$ cat config.mk
export PLATFORM = sky130hd
export DESIGN_NAME = uart_stream_fifo
export DESIGN_NICKNAME = d
export VERILOG_FILES = /design/src/rtl/uart_stream_fifo.sv
export SDC_FILE = /design/constraint.sdc
export NUM_CORES = 1
export LEC_CHECK = 0
export CAP_MARGIN = 10
export CORE_ASPECT_RATIO = 0.6
export CORE_UTILIZATION = 50
export CTS_CLUSTER_DIAMETER = 200
export DETAILED_ROUTE_END_ITERATION = 6
export PLACE_DENSITY = 0.76
export SLEW_MARGIN = 20
export SYNTH_ARGS = -nofsm -noshare
export SYNTH_HDL_FRONTEND = slang
export SYNTH_SLANG_ARGS = --single-unit
export TNS_END_PERCENT = 5
$ cat constraint.sdc
create_clock -name i_Clk -period 3.03 [get_ports i_Clk]
set_input_delay 0.606 -clock i_Clk [delete_from_list [all_inputs] [get_ports i_Clk]]
set_output_delay 0.606 -clock i_Clk [all_outputs]
set_load 0.02 [all_outputs]
$ cat src/rtl/uart_stream_fifo.sv
// Byte-stream FIFO with first-word-fall-through read, flush, watermarks and error/peak tracking.
// One-cycle write-to-read latency; writes are refused while full and reads while empty, with both counted as errors.
module uart_stream_fifo #(
  parameter int WIDTH      = 8,
  parameter int DEPTH_LOG2 = 3,
  parameter int AF_THRESH  = 6,
  parameter int AE_THRESH  = 1
) (
  input  logic                  i_Clk,
  input  logic                  i_Rst_L,
  input  logic [WIDTH-1:0]      i_Byte,
  input  logic                  i_Append_Now,
  output logic                  o_Ready_To_Write,
  output logic [WIDTH-1:0]      o_Byte,
  input  logic                  i_Shift_Now,
  output logic                  o_Ready_To_Read,
  input  logic                  i_Flush,
  input  logic                  i_Clear_Errors,
  output logic [DEPTH_LOG2:0]   o_Count,
  output logic [DEPTH_LOG2:0]   o_Free_Space,
  output logic                  o_Almost_Full,
  output logic                  o_Almost_Empty,
  output logic                  o_Overflow,
  output logic                  o_Underflow,
  output logic [7:0]            o_Drop_Count,
  output logic [DEPTH_LOG2:0]   o_Peak_Count
);

  localparam int DEPTH = 1 << DEPTH_LOG2;
  localparam int CW    = DEPTH_LOG2 + 1;
  localparam logic [CW-1:0] DEPTH_C = CW'(DEPTH);
  localparam logic [CW-1:0] AF_C    = CW'(AF_THRESH);
  localparam logic [CW-1:0] AE_C    = CW'(AE_THRESH);

  logic [WIDTH-1:0]      mem_q [DEPTH];
  logic [DEPTH_LOG2-1:0] wr_ptr_q, wr_ptr_d;
  logic [DEPTH_LOG2-1:0] rd_ptr_q, rd_ptr_d;
  logic [CW-1:0]         count_q, count_d;
  logic [CW-1:0]         peak_q, peak_d;
  logic [CW-1:0]         peak_base;
  logic                  ovf_q, ovf_d;
  logic                  udf_q, udf_d;
  logic [7:0]            drop_q, drop_d;
  logic [7:0]            drop_base;
  logic                  full, empty;
  logic                  wr_acc, rd_acc;
  logic                  ovf_evt, udf_evt;

  // Acceptance looks only at the pre-edge count, so a full FIFO cannot take
  // a write even when a read frees a slot in the same cycle.
  always_comb begin
    full    = (count_q == DEPTH_C);
    empty   = (count_q == '0);
    wr_acc  = i_Append_Now & ~full  & ~i_Flush;
    rd_acc  = i_Shift_Now  & ~empty & ~i_Flush;
    ovf_evt = i_Append_Now & full   & ~i_Flush;
    udf_evt = i_Shift_Now  & empty  & ~i_Flush;
  end

  always_comb begin
    wr_ptr_d = wr_ptr_q + DEPTH_LOG2'(wr_acc);
    rd_ptr_d = rd_ptr_q + DEPTH_LOG2'(rd_acc);
    count_d  = count_q;
    if (i_Flush) begin
      rd_ptr_d = wr_ptr_q;
      count_d  = '0;
    end else begin
      case ({wr_acc, rd_acc})
        2'b10:   count_d = count_q + CW'(1);
        2'b01:   count_d = count_q - CW'(1);
        default: count_d = count_q;
      endcase
    end
  end

  // Clearing happens first so that an error in the same cycle still lands.
  always_comb begin
    ovf_d     = ovf_evt | (ovf_q & ~i_Clear_Errors);
    udf_d     = udf_evt | (udf_q & ~i_Clear_Errors);
    drop_base = i_Clear_Errors ? 8'd0 : drop_q;
    drop_d    = drop_base;
    if (ovf_evt && (drop_base != 8'hFF)) begin
      drop_d = drop_base + 8'd1;
    end
    peak_base = i_Clear_Errors ? '0 : peak_q;
    peak_d    = (count_d > peak_base) ? count_d : peak_base;
  end

  always_ff @(posedge i_Clk or negedge i_Rst_L) begin
    if (!i_Rst_L) begin
      wr_ptr_q <= '0;
      rd_ptr_q <= '0;
      count_q  <= '0;
      peak_q   <= '0;
      ovf_q    <= 1'b0;
      udf_q    <= 1'b0;
      drop_q   <= 8'd0;
    end else begin
      wr_ptr_q <= wr_ptr_d;
      rd_ptr_q <= rd_ptr_d;
      count_q  <= count_d;
      peak_q   <= peak_d;
      ovf_q    <= ovf_d;
      udf_q    <= udf_d;
      drop_q   <= drop_d;
    end
  end

  always_ff @(posedge i_Clk) begin
    if (wr_acc) begin
      mem_q[wr_ptr_q] <= i_Byte;
    end
  end

  assign o_Byte           = mem_q[rd_ptr_q];
  assign o_Ready_To_Write = ~full;
  assign o_Ready_To_Read  = ~empty;
  assign o_Count          = count_q;
  assign o_Free_Space     = DEPTH_C - count_q;
  assign o_Almost_Full    = (count_q >= AF_C);
  assign o_Almost_Empty   = (count_q <= AE_C);
  assign o_Overflow       = ovf_q;
  assign o_Underflow      = udf_q;
  assign o_Drop_Count     = drop_q;
  assign o_Peak_Count     = peak_q;

endmodule

==> out/results.tsv <==
metric	value	unit
Die Area	8290	sq um
total global routing overflow	0	
Yosys top cell area share	48.5	%
# diodes	0	
Slew HR	66.1	%
DRT iter0 DRCs	158	
Cell Pwr Density	707	nW/um^2
die width	117	um
Ports	48	
drt total wl	8.83	mm
CTS sink cnt	88	
initial core utilization	53.2	%
Post-synth EDFFs	64	
top_reg_cell synth	edfxtp_1	
row cnt	24	
final setup fails	0	
Max clock buf depth	2	
post-synthesis instance area	3960	sq um
Cells after DPL	428	
final cell count without fillers	453	
Highest Signal Layer	met4	
Worst Path Max Fanout	6	
initial antenna violation count	0	
fin area	5300	sq um
Reg clk slew, reported paths	0.06	ns
Tcrit/Tclk final	99.6	%
hold path start	o_Overflow	
sequential share of the synthesized area	63.7	%
Slew @ Worst Pin	0.508	ns
wire length on met3	451	um
TNS Setup	0	ns
status	finished, final reports clean	
vias in the first global route	2572	
final hold viol count	0	
largest cells by area after synthesis	edfxtp_1, dfrtp_1, mux4_2, ha_1, mux2_2	
cell taking the most area after synthesis	edfxtp_1	
Fmax	331	MHz
number of synthesized register bits	88	
dpl hpwl	5.71	mm
hold-critical path endpoint	o_Overflow	
startpoint types	flop	
layout cells sized above 1	33.5	%
synth unique cells	46	
final-stage net count	375	
M1 WL	4.14	mm
WP data arrival	3.24	ns
Synth Net Count	286	
Synth top cells by count	edfxtp_1, dfrtp_1, ha_1, mux4_2, mux2_2	
H-tree levels	3	
TritonRoute pass-1 iters	4	
critical path data required time	3.25	ns
DR WL met2	4.08	mm
GRT Overall Usage	23.0	%
final core utilization	71.2	%
Die Ht	70.9	um
most common cell in the synthesized netlist	edfxtp_1	
Post-Syn Instances	255	
TritonCTS Buffers	9	
Max IR drop VDD	366	uV
syn avg cell area	15.5	sq um
asr flop ratio synth	27.3	%
pin count of the biggest net entering global routing	25	
Root Driver	clkbuf_16	
CTS tree	done	
worst hold stages	2	
Avg WL per Cell	19.5	um
Post-DP Area	4810	sq um
Vias/cell	5.59	
Setup Skew	0.00741	ns
CP endpoint kind	flop	
LEAKAGE	1.98	nW
worst-case reg-to-reg path depth	14	
Syn. warnings	0	
kind of critical path	reg -> reg	
FF-to-FF setup slack	0.01	ns
area delta synth->final	33.9	%
Hold Path Class	reg -> reg	
r2r startpoint	o_Count[1]	
DP Worst Slack	-0.510	ns
hold_buf cts	0	
count of input and output buffers	47	
DRC	0	
Max-cap violations	0	
GP Congestion	0.896	
R2R Path End	o_Peak_Count[3]	
minimum clock period	3.02	ns
clock latency on the worst-skew pair	0.34	ns
first-pass GRT wire length	13.5	mm
core area	7450	sq um
max-slew violations	0	
DR vias	2533	
post-route ant nets	0	
worst setup margin	0.0130	ns
[layout make-up]
class	count	area (sq um)
clock buffers	10	229
clock inverters	6	67.6
fillers	499	2150
inverters	12	55.1
multi-input cells	146	1510
flip-flops and latches	88	2520
well taps	104	130
repair buffers	87	782
[stage by stage]
step / power, W / hold slack, ns
floorplan: 0.00219 / 0.310
global placement: 0.00259 / 0.521
detailed placement: 0.00262 / 0.526
CTS: 0.00374 / 0.541
global route: 0.00388 / 0.578
finish: 0.00375 / 0.540
[metal layers]
metal	GRT usage [%]	up-vias
li1	-	1151
met1	32.8	1285
met2	34.0	83
met3	5.74	14
met4	9.42	0
met5	0	-
[power breakdown]
group | internal [W] | switching, W
Clock | 0.000641 | 0.000448
Sequential | 0.00141 | 0.000111
Combinational | 0.000621 | 0.000515
[how the worst max path moves through the flow]
stage / start / endpoint / slack, ns
2_1_floorplan: o_Count[0] / o_Peak_Count[0] / 0.01
3_3_place_gp: i_Flush / o_Peak_Count[3] / -0.35
3_5_place_dp: i_Flush / o_Peak_Count[3] / -0.51
4_1_cts: rd_ptr_q[0] / o_Byte[3] / 0.04
5_1_grt: o_Count[1] / o_Peak_Count[1] / -0.08
6_report: o_Count[1] / o_Peak_Count[3] / 0.01
[state kept, by name, indices dropped and copies added (netlist names)]
name / count
o_Underflow: 1
wr_ptr_q: 3
mem_q: 64
o_Peak_Count: 4
rd_ptr_q: 3
o_Drop_Count: 8
o_Overflow: 1
o_Count: 4
[cell usage in the layout, fill, tap and decap left out, types with 3 or more instances in the layout]
| master | synthesis | final |
|---|---|---|
| a21oi_1 | 7 | 4 |
| and2b_1 | 3 | 3 |
| buf_4 | 2 | 39 |
| clkbuf_16 | 0 | 9 |
| clkdlybuf4s50_1 | 0 | 46 |
| dfrtp_1 | 24 | 22 |
| edfxtp_1 | 64 | 64 |
| ha_1 | 17 | 11 |
| ha_4 | 0 | 5 |
| inv_1 | 12 | 7 |
| mux2_2 | 14 | 11 |
| mux2_4 | 0 | 3 |
| mux4_2 | 16 | 16 |
| nand2_1 | 9 | 7 |
| nand2_4 | 1 | 3 |
| nand2b_1 | 10 | 9 |
| nand3_1 | 3 | 3 |
| nor2_1 | 10 | 10 |
| nor2b_1 | 9 | 7 |
| nor3_1 | 4 | 4 |
| o21ai_0 | 7 | 6 |
| xnor2_1 | 3 | 3 |
[logic make-up (layout without fill, tap and decap cells)]
family          after synthesis  in the layout  share of synthesized area [%]
xor+xnor                      4              4                          0.885
mux                          32             32                           13.6
fa+ha+maj                    17             17                           5.37
compound gates               28             28                           4.42
buf+inv                      21            115                           2.43
flops                        88             88                           63.7
simple gates                 65             65                           9.54
[critical path: stages, from the launching register on]
cell and delay [ns]:
dfrtp_2 0.41, clkinv_4 0.11, ha_4 0.16, and3b_2 0.22, inv_4 0.07, nand2_4 0.05, ha_4 0.27, buf_4 0.14
nor2b_1 0.11, o21ai_0 0.18, a31oi_4 0.25, ha_4 0.24, and4_1 0.17, a21oi_4 0.19, mux2_4 0.32
[repair_timing]
action / CTS / global route
pin swaps: 6 / 8
endpoints found under the setup margin: 4 / 4
gates resized for setup: 7 / 18
setup buffers: 5 / 4
Power figures use the tool's default switching activity.
